[src/rtl/shape_raster.sv]
// Shape rasteriser: walks a latched rectangle in row-major order and emits
// a setup/hold-framed pixel write strobe for fill, circle or outline shapes.
module shape_raster #(
  parameter int unsigned X_BITS     = 8,
  parameter int unsigned Y_BITS     = 7,
  parameter int unsigned COLOR_BITS = 3,
  parameter int unsigned SCR_W      = 160,
  parameter int unsigned SCR_H      = 120,
  parameter int unsigned WRITE_HOLD = 3
) (
  input  logic                  Clck,
  input  logic                  Reset,
  input  logic                  start,
  input  logic [1:0]            mode,
  input  logic [X_BITS-1:0]     x_start,
  input  logic [X_BITS-1:0]     x_end,
  input  logic [Y_BITS-1:0]     y_start,
  input  logic [Y_BITS-1:0]     y_end,
  input  logic [3:0]            border_w,
  input  logic [COLOR_BITS-1:0] color,
  input  logic                  abort,
  output logic                  busy,
  output logic                  done,
  output logic [X_BITS-1:0]     paint_x_co,
  output logic [Y_BITS-1:0]     paint_y_co,
  output logic [COLOR_BITS-1:0] color_output,
  output logic                  print_enable
);

  localparam int unsigned MW  = (X_BITS > Y_BITS) ? X_BITS : Y_BITS;
  localparam int unsigned CW  = MW + 2;
  localparam int unsigned PW  = 2 * CW + 1;
  localparam int unsigned XW1 = X_BITS + 1;
  localparam int unsigned YW1 = Y_BITS + 1;
  localparam int unsigned HW  = (WRITE_HOLD > 1) ? $clog2(WRITE_HOLD) : 1;

  typedef enum logic [2:0] {
    S_IDLE, S_EVAL, S_SETUP, S_WRITE, S_RELEASE, S_DONE
  } state_t;

  state_t                state_q, state_d;
  logic [X_BITS-1:0]     xs_q, xs_d, xe_q, xe_d, cx_q, cx_d, px_q, px_d;
  logic [Y_BITS-1:0]     ys_q, ys_d, ye_q, ye_d, cy_q, cy_d, py_q, py_d;
  logic [1:0]            mode_q, mode_d;
  logic [3:0]            bw_q, bw_d;
  logic [COLOR_BITS-1:0] color_q, color_d, pc_q, pc_d;
  logic [HW-1:0]         hold_q, hold_d;
  logic                  busy_q, busy_d, done_q, done_d, pe_q, pe_d;

  logic signed [CW-1:0]  dx, dy;
  logic signed [PW-1:0]  dx_e, dy_e, dist_sq, r_sq;
  logic [X_BITS-1:0]     rx;
  logic [Y_BITS-1:0]     ry;
  logic [CW-1:0]         r;
  logic                  in_circle, in_outline, in_shape, clipped;
  logic [XW1-1:0]        x_inc;
  logic [YW1-1:0]        y_inc;
  logic                  row_end, last_pix;
  logic [X_BITS-1:0]     adv_x;
  logic [Y_BITS-1:0]     adv_y;

  // Pixel membership test on the cursor, using doubled coordinates for the circle.
  always_comb begin
    dx        = $signed(CW'({cx_q, 1'b1}) - (CW'(xs_q) + CW'(xe_q)));
    dy        = $signed(CW'({cy_q, 1'b1}) - (CW'(ys_q) + CW'(ye_q)));
    dx_e      = PW'(dx);
    dy_e      = PW'(dy);
    dist_sq   = dx_e * dx_e + dy_e * dy_e;
    rx        = xe_q - xs_q;
    ry        = ye_q - ys_q;
    r         = (CW'(rx) < CW'(ry)) ? CW'(rx) : CW'(ry);
    r_sq      = $signed(PW'(r)) * $signed(PW'(r));
    in_circle = (dist_sq <= r_sq);
    in_outline = (XW1'(cx_q) < XW1'(xs_q) + XW1'(bw_q)) ||
                 (XW1'(cx_q) + XW1'(bw_q) >= XW1'(xe_q)) ||
                 (YW1'(cy_q) < YW1'(ys_q) + YW1'(bw_q)) ||
                 (YW1'(cy_q) + YW1'(bw_q) >= YW1'(ye_q));
    case (mode_q)
      2'b01:   in_shape = in_circle;
      2'b10:   in_shape = in_outline;
      default: in_shape = 1'b1;
    endcase
    clipped  = (32'(cx_q) >= SCR_W) || (32'(cy_q) >= SCR_H);
    x_inc    = XW1'(cx_q) + XW1'(1);
    y_inc    = YW1'(cy_q) + YW1'(1);
    row_end  = (x_inc >= XW1'(xe_q));
    last_pix = row_end && (y_inc >= YW1'(ye_q));
    adv_x    = row_end ? xs_q : x_inc[X_BITS-1:0];
    adv_y    = row_end ? y_inc[Y_BITS-1:0] : cy_q;
  end

  // Next-state and registered-output computation.
  always_comb begin
    state_d = state_q;
    xs_d    = xs_q;
    xe_d    = xe_q;
    ys_d    = ys_q;
    ye_d    = ye_q;
    mode_d  = mode_q;
    bw_d    = bw_q;
    color_d = color_q;
    cx_d    = cx_q;
    cy_d    = cy_q;
    px_d    = px_q;
    py_d    = py_q;
    pc_d    = pc_q;
    hold_d  = hold_q;
    if (abort && state_q != S_IDLE && state_q != S_DONE) begin
      state_d = S_DONE;
    end else begin
      case (state_q)
        S_IDLE: begin
          if (start) begin
            xs_d    = x_start;
            xe_d    = x_end;
            ys_d    = y_start;
            ye_d    = y_end;
            mode_d  = mode;
            bw_d    = border_w;
            color_d = color;
            cx_d    = x_start;
            cy_d    = y_start;
            state_d = (x_end <= x_start || y_end <= y_start) ? S_DONE : S_EVAL;
          end
        end
        S_EVAL: begin
          if (in_shape && !clipped) begin
            px_d    = cx_q;
            py_d    = cy_q;
            pc_d    = color_q;
            hold_d  = '0;
            state_d = S_SETUP;
          end else if (last_pix) begin
            state_d = S_DONE;
          end else begin
            cx_d = adv_x;
            cy_d = adv_y;
          end
        end
        S_SETUP: state_d = S_WRITE;
        S_WRITE: begin
          if (hold_q == HW'(WRITE_HOLD - 1)) state_d = S_RELEASE;
          else hold_d = hold_q + HW'(1);
        end
        S_RELEASE: begin
          if (last_pix) begin
            state_d = S_DONE;
          end else begin
            cx_d    = adv_x;
            cy_d    = adv_y;
            state_d = S_EVAL;
          end
        end
        S_DONE:  state_d = S_IDLE;
        default: state_d = S_IDLE;
      endcase
    end
    busy_d = (state_d != S_IDLE);
    done_d = (state_d == S_DONE);
    pe_d   = (state_d == S_WRITE);
  end

  always_ff @(posedge Clck) begin
    if (Reset) begin
      state_q <= S_IDLE;
      xs_q    <= '0;
      xe_q    <= '0;
      ys_q    <= '0;
      ye_q    <= '0;
      mode_q  <= '0;
      bw_q    <= '0;
      color_q <= '0;
      cx_q    <= '0;
      cy_q    <= '0;
      px_q    <= '0;
      py_q    <= '0;
      pc_q    <= '0;
      hold_q  <= '0;
      busy_q  <= 1'b0;
      done_q  <= 1'b0;
      pe_q    <= 1'b0;
    end else begin
      state_q <= state_d;
      xs_q    <= xs_d;
      xe_q    <= xe_d;
      ys_q    <= ys_d;
      ye_q    <= ye_d;
      mode_q  <= mode_d;
      bw_q    <= bw_d;
      color_q <= color_d;
      cx_q    <= cx_d;
      cy_q    <= cy_d;
      px_q    <= px_d;
      py_q    <= py_d;
      pc_q    <= pc_d;
      hold_q  <= hold_d;
      busy_q  <= busy_d;
      done_q  <= done_d;
      pe_q    <= pe_d;
    end
  end

  assign busy         = busy_q;
  assign done         = done_q;
  assign print_enable = pe_q;
  assign paint_x_co   = px_q;
  assign paint_y_co   = py_q;
  assign color_output = pc_q;

endmodule

[config.mk]
export PLATFORM = sky130hd
export DESIGN_NAME = shape_raster
export DESIGN_NICKNAME = d
export VERILOG_FILES = /design/src/rtl/shape_raster.sv
export SDC_FILE = /design/constraint.sdc
export NUM_CORES = 1
export LEC_CHECK = 0
export CORE_AREA = 4 4 226 140
export DETAILED_ROUTE_END_ITERATION = 10
export DIE_AREA = 0 0 230 144
export GPL_TIMING_DRIVEN = 0
export PLACE_DENSITY = 0.73
export SLEW_MARGIN = 20
export SYNTH_ARGS = -nofsm -noshare
export SYNTH_HDL_FRONTEND = slang
export SYNTH_SLANG_ARGS = --single-unit
[constraint.sdc]
create_clock -name Clck -period 25.7 [get_ports Clck]
set_input_delay 5.14 -clock Clck [delete_from_list [all_inputs] [get_ports Clck]]
set_output_delay 5.14 -clock Clck [all_outputs]
set_load 0.005 [all_outputs]
**Word level (Yosys, flattened, before mapping)**

Cells that the tools add are included.

- Flip-flop bits (word level): 80
- Bits of input ports: 43
- Output and inout port bits: 21
- Word-level logic and storage cells: 103

- Add/subtract/negate cells: 14
- Multipliers: 3
- Order comparisons: 12
- Equal/unequal tests: 14
- Muxes and demuxes: 23
- Bitwise logic cells: 1
- Reductions and logical operators: 19

Operators with widths:

| cell | number |
|---|---|
| $mux 8 | 5 |
| $mux 7 | 4 |
| $pmux 8 s3 | 1 |
| $add 20x18->21 | 1 |
| $le 21x17->1 | 1 |
| $mux 3 | 7 |
| $pmux 7 s3 | 1 |
| $mul 10x10->20 | 1 |
| $add 8x4->9 | 2 |
| $ge 9x8->1 | 2 |
| $mul 9x9->18 | 1 |
| $add 7x4->8 | 2 |
| $ge 8x7->1 | 2 |
| $mul 8x8->16 | 1 |
| $pmux 3 s5 | 1 |
| $sub 9x9->10 | 1 |
| $add 8x1->9 const B | 1 |
| $add 8x8->9 | 1 |
| $eq 3x2->1 const B | 3 |
| $lt 8x9->1 | 1 |
| $reduce_bool 3->1 | 3 |
| $sub 8x8->9 | 1 |
| $add 7x1->8 const B | 1 |
| $add 7x7->8 | 1 |
| 26 further kinds | 41 |

**Logic depth before layout (Yosys ltp)**

Gate-level depths: netlist (run 1).

- Word-level depth: 11
- Mapped depth: 47
- Mapped depth without buffers: 45

**Worst setup path before layout (run 1)**

Ideal clock, no wire load.

- Path kind: reg-to-reg
- Start point: register xe_q[0]
- End point: register py_q[0] (netlist: paint_y_co[0])
- Setup time: 72 ps
- Arrival time: 9797 ps
- Data required time: 25628 ps
- Setup slack: 15831 ps
- Cell stages (with the launch flop): 45
- Buffers on the path: 2
- Period minus slack after synthesis: 9869 ps
- Path through: dfxtp_1 > inv_1 > ha_1 > inv_1 > ha_1 > or2_2 > fa_1 > nand2_1 > nand2_1 > a21oi_1 > o21ai_0 > a21oi_1 > xnor2_1 > inv_1 > and2_1 > fa_1 > fa_1 > inv_1 > [9 not listed] > o21a_1 > o31a_1 > o22a_2 > a21o_1 > a21oi_1 > xnor2_1 > ha_1 > or3_1 > a221oi_1 > o21ai_0 > a41oi_1 > o211ai_1 > nand4b_2 > nand3_2 > and2_1 > buf_2 > buf_6 > mux2i_1

- Longest elaborated chain between the ends: 8
- Elaborated cells between the ends (all ways): 16
- Classes of those cells: 4 x add/sub; 2 x mul; 3 x order compare; 2 x mux; 5 x reduce/logical

RTL lines:

| item | line | source |
|---|---|---|
| start: declaration | 42 | `logic [X_BITS-1:0] xs_q, xs_d, xe_q, xe_d, cx_q, cx_d, px_q, px_d;` |
| start signal: assignment | 167 | `xe_q <= '0;` |
| start signal: assignment | 185 | `xe_q <= xe_d;` |
| $add 8x8->9 / $sub 8x8->8 (equally long branches) | 64, 69 |  |
| $sub 9x9->10 / $lt 8x7->1 (equally long branches) | 64, 71 |  |
| $mul 10x10->20 / $mux 8 (equally long branches) | 68, 71 |  |
| $add 20x18->21 / $mul 8x8->16 (equally long branches) | 68, 72 |  |
| $le 21x17->1 | 73 | `in_circle = (dist_sq <= r_sq);` |
| $pmux 1 s2 (*) | 78 | `case (mode_q)` |
| $logic_and 1x1->1 (*) | 127 | `if (in_shape && !clipped) begin` |
| $reduce_and 3->1 (no source line) (*) | - |  |
| end signal: assignment | 194 | `py_q <= py_d;` |
| end: declaration | 43 | `logic [Y_BITS-1:0] ys_q, ys_d, ye_q, ye_d, cy_q, cy_d, py_q, py_d;` |

Mark *: on every way between the ends. The rest lies on a longest branch, timed or not.
A chain may end at the register's enable or synchronous reset.

**Worst setup path after layout (run 1)**

- Start point: register ye_q[0]
- End point: register py_q[5] (netlist: paint_y_co[5])

- Longest elaborated chain between the ends: 8
- Elaborated cells between the ends (all ways): 14
- Classes of those cells: 4 x add/sub; 2 x mul; 3 x order compare; 2 x mux; 3 x reduce/logical

RTL lines:

| item | line | source |
|---|---|---|
| start: declaration | 43 |  |
| start signal: assignment | 187 | `ye_q <= ye_d;` |
| $add 7x7->8 / $sub 7x7->7 (equally long branches) | 65, 70 |  |
| $sub 8x8->9 / $lt 8x7->1 (equally long branches) | 65, 71 |  |
| $mul 9x9->18 / $mux 8 (equally long branches) | 68, 71 |  |
| $add 20x18->21 / $mul 8x8->16 (equally long branches) | 68, 72 |  |
| $le 21x17->1 | 73 |  |
| $pmux 1 s2 (*) | 78 |  |
| $logic_and 1x1->1 (*) | 127 |  |
| $reduce_and 3->1 (no source line) (*) | - |  |

Marks and branches as above.

==> flow_summary.ini, run 1 <==
[status]
status = finished clean

[clock_tree]
cts_htree_levels = 3
cts_tree = yes
clock_path_buffers = 2
clock-sinks = 80
cts_root_buf = clkbuf_16
cts_buffers = 9
cts_setup_buffers = 0
insertion_delay_ns = 0.35
cts-resized-gates = 0
clkTransAtPathRegs_ns = 0.06
postCtsHoldBufs = 0

[yosys]
synthTopCellsByArea = fa_1, ha_1, dfxtp_1
ys_async_sr_fraction = 0
synthFlopType = dfxtp_1
synth.top_cell.area_share = 0.284
synth_cell_types = 75
synth_top_cell_by_area = fa_1
yosys_warnings = 0
seq_area_frac_synth = 0.0996
synth_edf_count = 0
synth_seq_cells = 80
syn_area_per_cell_um2 = 8.73
syn_inst = 1843
synth_area_mm2 = 0.0161

[grt]
antenna_found_initial = 0
gr-total-overflow = 0
track_usage = 0.265
grt_pass1_wl_um = 69300
grt_pass1_vias = 12900
grt_max_degree = 14

[final_layout]
drive_above_1_share = 0.0274
antenna_cells = 0
num-fill-cells = 2626
area_growth_pct = 9.54
nets = 2441

[critical_path]
worstPathMaxFanout = 10
slowest_delay_ns = 0.59
path_class = reg -> reg
cp-endpoint = paint_y_co[5]
crit_top_cell = fa_1
end_kind = register
worstRegToRegCells = 46
crit_buf_inv = 9
r2r-end = paint_y_co[5]
reg2reg_slack_ns = 14.14
cp.arrival_ns = 11.83
critical_path_required_ns = 25.97
cp_num_cells = 46
critPathLaunch = ye_q[0]
cp_slowest_cell = clkbuf_1
crit_family = adder cells
r2r-start = ye_q[0]
cp-start-kind = register

[sta]
hold_viol = 0
relSlewSlack = 0.261
timing.final.crit_share = 0.450
fin_tns_setup_ns = 0
setup_viol = 0
max_freq_mhz = 86.5
fin_skew_ns = 0.00740
slew_violations = 0
fin_crit_ns = 11.56
tightest_slew_ns = 1.10
rsz0062_at_grt = no

[floorplanning]
initial_core_util = 0.544
fp.dieArea_mm2 = 0.0331
row_count = 49
io_pins = 64
core-area_mm2 = 0.0296
die_h_um = 144
die_x_um = 230

[placement]
gp_congestion = 0.956
port_buffers = 62
post-dp-hpwl_um = 37500

[min_path]
min_path_type = reg -> reg

[detailed_routing]
antenna_left = 0
vias = 12700
drtPass1Iterations = 5
drc = 0
routed_wl_um = 43200
drtIter0Drc = 1120
wl_per_cell_um = 18.4
viasPerCell = 5.43

[flow_run]
maxCapViolations = 0
worst min-delay path: stages, from the launching register on:
cell and delay, ns:
dfxtp_1 0.31, nand2_1 0.05, a21oi_1 0.05
layout by cell type (no fill, tap or decap), drive strengths merged, types with 12 or more instances in the layout:
master	netlist	final
dfxtp	80	80
o21ai	54	54
inv	340	341
nor2	116	116
ha	243	243
nand2	183	183
a21oi	103	103
nand3	13	13
o21a	24	24
nor3	21	21
xor2	28	28
conb	2	13
xnor2	68	68
mux2i	41	41
clkdlybuf4s50	0	62
nand2b	63	63
a21o	32	32
clkbuf	36	48
fa	228	228
nor2b	17	17
or3	12	12
through the flow:
| step | worst slack [ns] | area, um2 | utilization | cells | hold WS (ns) |
|---|---|---|---|---|---|
| floorplan | 15.83 | 16100 | - | 1854 | 0.436 |
| global route | 13.49 | 17600 | 0.596 | 2340 | 0.479 |
| global placement | 14.45 | 17300 | 0.584 | 2324 | 0.443 |
| detailed placement | 14.31 | 17300 | 0.584 | 2324 | 0.452 |
| CTS | 14.25 | 17600 | 0.596 | 2340 | 0.460 |
| finish | 14.14 | 17600 | 0.596 | 2340 | 0.460 |
cell usage after synthesis, drive strengths merged, types with 8 or more instances:
library cell,number
o21ai,54
fa,228
a211o,11
inv,340
nand3,13
clkbuf,36
xor2,28
nor3,21
nand2b,63
or2,9
a21o,32
o21bai,10
a21oi,103
and2,11
o21a,24
dfxtp,80
or3,12
ha,243
nand2,183
buf,8
mux2i,41
nor2,116
nor2b,17
nand4,8
xnor2,68
layout make-up:
class	count	area, um2	share of cell area
well taps	408	510	0.0290
flip-flops and latches	80	1600	0.0909
inverters	344	1290	0.0733
clock inverters	4	98.8	0.00561
plain buffers	44	184	0.0104
repair buffers	62	621	0.0352
clock buffers	12	256	0.0146
multi-input cells	1386	13100	0.741
state kept, by name, summed over array words and instances (netlist names):
signal	count
print_enable	1
xe_q	8
bw_q	4
hold_q	2
color_output	3
cx_q	8
busy	1
mode_q	2
ye_q	7
cy_q	7
state_q	3
paint_y_co	7
xs_q	8
done	1
color_q	3
ys_q	7
paint_x_co	8
layer usage:
| metal | GRT usage | vias to the layer above | wire length, um |
|---|---|---|---|
| met4 | 0.0172 | 0 | 204 |
| met2 | 0.368 | 440 | 16700 |
| li1 | - | 6053 | - |
| met1 | 0.418 | 6197 | 21900 |
| met3 | 0.0872 | 25 | 4430 |
| met5 | 0 | - | 0 |
worst min path at each step:
stage	start	endpoint	slack, ns	cells after the start
2_1_floorplan	xe_q[7]	xe_q[7]	0.44	2
4_1_cts	color_q[1]	color_q[1]	0.46	2
6_report	color_q[1]	color_q[1]	0.46	2
3_5_place_dp	color_q[1]	color_q[1]	0.45	2
5_1_grt	color_q[0]	color_q[0]	0.48	2
3_3_place_gp	color_q[1]	color_q[1]	0.44	2
cell families (layout without fill, tap and decap cells):
group	Yosys count	after routing	share of synthesized area
flops	80	80	0.0996
xor+xnor	96	96	0.0523
fa+ha+maj	471	471	0.473
compound gates	290	290	0.118
simple gates	468	468	0.135
other cells	2	13	0.000467
buf+inv	388	466	0.0917
mux	48	48	0.0304
Power of run 1 is not shown: default switching activity piles up to over one toggle a cycle in this logic, so the estimate is an artifact.
==> inputs of run 2 (changes only) <==
--- a/config.mk
+++ b/config.mk
@@ -9,7 +9,7 @@
 export DETAILED_ROUTE_END_ITERATION = 10
 export DIE_AREA = 0 0 230 144
 export GPL_TIMING_DRIVEN = 0
-export PLACE_DENSITY = 0.73
+export PLACE_DENSITY = 0.75
 export SLEW_MARGIN = 20
 export SYNTH_ARGS = -nofsm -noshare
 export SYNTH_HDL_FRONTEND = slang
==> constraint.sdc (replaced) <==
create_clock -name Clck -period 9.3 [get_ports Clck]
set_input_delay 1.86 -clock Clck [delete_from_list [all_inputs] [get_ports Clck]]
set_output_delay 1.86 -clock Clck [all_outputs]
set_load 0.005 [all_outputs]
==> flow_summary.ini, run 2 (same netlist as run 1, synthesis figures left out) <==
[sta]
worst_slack_ns = -0.532
relSlewSlack = 0.207
fin_crit_ns = 9.83
rsz0062_at_grt = yes
setup_viol = 39
max_freq_mhz = 102
slew_violations = 0
hold_viol = 0
tightest_slew_ns = 1.18
timing.final.crit_share = 1.06
fin_skew_ns = 0.00644

[clock_tree]
clock-sinks = 80
postCtsHoldBufs = 0
cts_root_buf = clkbuf_16
cts_htree_levels = 3
clkTransAtPathRegs_ns = 0.06
cts_buffers = 9
insertion_delay_ns = 0.35
clock_path_buffers = 2
cts_tree = yes

[critical_path]
cp_slowest_cell = fa_2
cp.arrival_ns = 10.12
slowest_delay_ns = 0.59
worstRegToRegCells = 42
reg2reg_slack_ns = -0.53
critical_path_required_ns = 9.59
path_class = reg -> reg
end_kind = register
worstPathMaxFanout = 8
crit_top_cell = fa_1
cp-start-kind = register

[floorplanning]
core-area_mm2 = 0.0296
row_count = 49
die_h_um = 144
die_x_um = 230
io_pins = 64
fp.dieArea_mm2 = 0.0331
initial_core_util = 0.544

[placement]
place_ws_ns = -1.36
post-dp-hpwl_um = 37600
gp_congestion = 0.968
port_buffers = 62

[final_layout]
ff_latch_area_mm2 = 0.00164
num-fill-cells = 2506
mostFrequentLayoutCell = inv_1
antenna_cells = 0
final_cell_mix = inv_1, ha_1, fa_1, nand2_1, nor2_1
nets = 2499
drive_above_1_share = 0.122
multi_input_area_mm2 = 0.0137
area_growth_pct = 16.9

[detailed_routing]
wl_per_cell_um = 19.1
viasPerCell = 5.51
vias = 13200
drtIter0Drc = 1076
drtPass1Iterations = 5
antenna_left = 0
routed_wl_um = 45700
drc = 0

[min_path]
min_path_type = reg -> reg
holdPathStages = 2

[flow_run]
maxCapViolations = 0

[status]
violations = negative setup slack
status = finished, violations left

[grt]
grt_max_degree = 13
track_usage = 0.276
antenna_found_initial = 0
grt_pass1_vias = 13300
grt_pass1_wl_um = 71900
gr-total-overflow = 0
[run 2: cell types whose count changed in the layout (fill, tap and decap cells not counted), sizes merged]
| cell | before | now |
|---|---|---|
| clkinv | 4 | 5 |
| bufinv | 3 | 2 |
| buf | 8 | 66 |
| clkbuf | 48 | 49 |
| inv | 341 | 340 |
[run 2: cell type report]
| cell class | count | share of cell area |
|---|---|---|
| multi-input cells | 1386 | 0.728 |
| flip-flops and latches | 80 | 0.0869 |
| inverters | 344 | 0.0692 |
| repair buffers | 121 | 0.0593 |
| well taps | 408 | 0.0271 |
| clock buffers | 13 | 0.0133 |
| plain buffers | 43 | 0.0122 |
| clock inverters | 3 | 0.00346 |
[run 2: path summary, 6_finish.rpt]
path	startpoint	to
setup / recovery	xe_q[0]	paint_y_co[1]
hold / removal	color_q[0]	color_q[0]
setup reg to reg	xe_q[0]	paint_y_co[1]
hold reg to reg	color_q[0]	color_q[0]
[run 2: layer usage]
metal  track usage  up-vias  part of all wire
li1              -     6167                 -
met2         0.387      487              0.40
met3        0.0880       27              0.10
met4        0.0238        0            0.0040
met1         0.430     6539              0.49
met5             0        -                 0
[run 2: worst max-delay path: cells and delay by family (launching register included)]
family	cells	cell delay (ns)
compound gates	13	2.20
xor+xnor	2	0.34
fa+ha+maj	12	4.77
buf+inv	6	0.42
flops	1	0.35
mux	1	0.17
simple gates	8	1.50
[run 2: metrics by stage]
step           utilization  instances  cell area [um2]  hold slack, ns  setup TNS, ns
3_3_place_gp         0.590       2324            17400           0.443         -43.06
6_report             0.637       2398            18800           0.458         -17.96
4_1_cts              0.627       2384            18500           0.458         -15.12
2_1_floorplan            -       1854            16300           0.436              0
5_1_grt              0.637       2398            18800           0.486         -30.30
3_5_place_dp         0.590       2324            17400           0.449         -48.98
[run 2: repair_timing]
action,4_1_cts,5_1_grt
gates cloned,0,1
setup endpoints to repair,39,39
pin swaps,65,49
buffers inserted,44,14
resized for setup,108,49
Power of run 2 is left out for the same reason.
==> inputs of run 3 (changes only) <==
--- a/config.mk
+++ b/config.mk
@@ -8,7 +8,6 @@
 export CORE_AREA = 4 4 226 140
 export DETAILED_ROUTE_END_ITERATION = 10
 export DIE_AREA = 0 0 230 144
-export GPL_TIMING_DRIVEN = 0
 export PLACE_DENSITY = 0.75
 export SLEW_MARGIN = 20
 export SYNTH_ARGS = -nofsm -noshare
==> flow_summary.ini, run 3 (same netlist as run 1, synthesis figures left out) <==
[grt]
grt_pass1_vias = 13900
grt_max_degree = 102
gr-total-overflow = 0
track_usage = 0.272
grt_pass1_wl_um = 71900
antenna_found_initial = 0

[floorplanning]
die_h_um = 144
initial_core_util = 0.544
die_x_um = 230
core-area_mm2 = 0.0296
row_count = 49
fp.dieArea_mm2 = 0.0331
io_pins = 64

[clock_tree]
cts_buffers = 9
cts_root_buf = clkbuf_16
clkTransAtPathRegs_ns = 0.07
insertion_delay_ns = 0.36
clock-sinks = 80
clock_path_buffers = 2
cts_tree = yes
cts_htree_levels = 3

[sta]
hold_viol = 0
rsz0062_at_grt = yes
setup_viol = 37
tightest_slew_ns = 1.05
slew_violations = 0
relSlewSlack = 0.289
max_freq_mhz = 104
timing.final.crit_share = 1.03
worst_slack_ns = -0.270
fin_skew_ns = 0.0109
fin_crit_ns = 9.57

[critical_path]
crit_top_cell = fa_1
slowest_delay_ns = 0.60
cp_slowest_cell = fa_1
worstPathMaxFanout = 7
cp.arrival_ns = 9.85
r2r-start = xe_q[0]
r2r-end = paint_y_co[1]
path_class = reg -> reg
critical_path_required_ns = 9.58
worstRegToRegCells = 43
cp-start-kind = register
end_kind = register
reg2reg_slack_ns = -0.27

[final_layout]
area_growth_pct = 22.0
mostFrequentLayoutCell = inv_1
antenna_cells = 0
final_cell_mix = inv_1, fa_1, ha_1, buf_4, nand2_1
final_cell_count_no_fill = 2514
drive_above_1_share = 0.170
nets = 2615
ff_latch_area_mm2 = 0.00161
num-fill-cells = 2452
multi_input_area_mm2 = 0.0136

[placement]
port_buffers = 63
post-dp-hpwl_um = 37300
gp_congestion = 0.971
placed_cells = 2481

[status]
status = finished, violations left
violations = negative setup slack

[min_path]
hold_start = color_q[1]
holdPathStages = 2
min_path_type = reg -> reg
min_to = color_q[1]

[detailed_routing]
drtPass1Iterations = 6
viasPerCell = 5.41
routed_wl_um = 44200
wl_per_cell_um = 17.6
vias = 13600
drc = 0
drtIter0Drc = 1120
antenna_left = 0

[flow_run]
maxCapViolations = 0
run 3: cell types whose count changed in the layout (fill, tap and decap cells not counted), sizes merged:
cell / delta
buf: +152
clkbuf: -37
clkinv: +2
bufinv: -1
run 3: how the worst max path moves through the flow:
stage,startpoint,end,slack [ns],cells after the start
after global placement,ys_q[2],cy_q[2],-0.42,34
after detailed placement,xe_q[0],cy_q[2],-0.54,41
after global routing,xe_q[0],cx_q[4],-0.60,42
after floorplan,xe_q[0],paint_y_co[2],0.01,43
after CTS,xe_q[0],cy_q[0],-0.29,41
final,xe_q[0],paint_y_co[1],-0.27,43
run 3: layout make-up:
cell class                 count  area share
timing repair buffer         280       0.119
tap                          408      0.0260
inverter                     344      0.0662
clock buffer                  12      0.0131
clock inverter                 4     0.00268
sequential                    80      0.0819
multi-input combinational   1386       0.692
run 3: stage by stage:
step / TNS (ns) / utilization / setup slack (ns) / hold WS [ns] / instance area [um2]
floorplan: 0 / - / 0.0124 / 0.436 / 16300
finish: -7.22 / 0.664 / -0.270 / 0.458 / 19600
detailed placement: -16.60 / 0.636 / -0.543 / 0.450 / 18800
global placement: -11.75 / 0.636 / -0.415 / 0.444 / 18800
global route: -20.21 / 0.664 / -0.596 / 0.484 / 19600
CTS: -7.37 / 0.656 / -0.288 / 0.459 / 19400
run 3: routing by layer:
layer  vias up  global-route usage  part of all wire
met4         0              0.0382             0.010
met3        49              0.0661             0.093
li1       6416                   -                 -
met5         -                   0                 0
met2       490               0.406              0.43
met1      6651               0.413              0.47
run 3: timing repair:
item / 4_1_cts / 5_1_grt
hold buffers: 0 / 0
resized for setup: 46 / 47
pin swaps: 41 / 57
setup buffers: 9 / 8
endpoints found under the setup margin: 39 / 39
cloned: 1 / 0
run 3: critical path: cells and delay by family (launching register included):
kind,cells,cell delay (ns)
compound gates,13,2.34
xor+xnor,2,0.31
fa+ha+maj,12,4.39
buf+inv,7,0.57
flops,1,0.34
mux,1,0.23
simple gates,8,1.29
Power of run 3 is left out for the same reason.
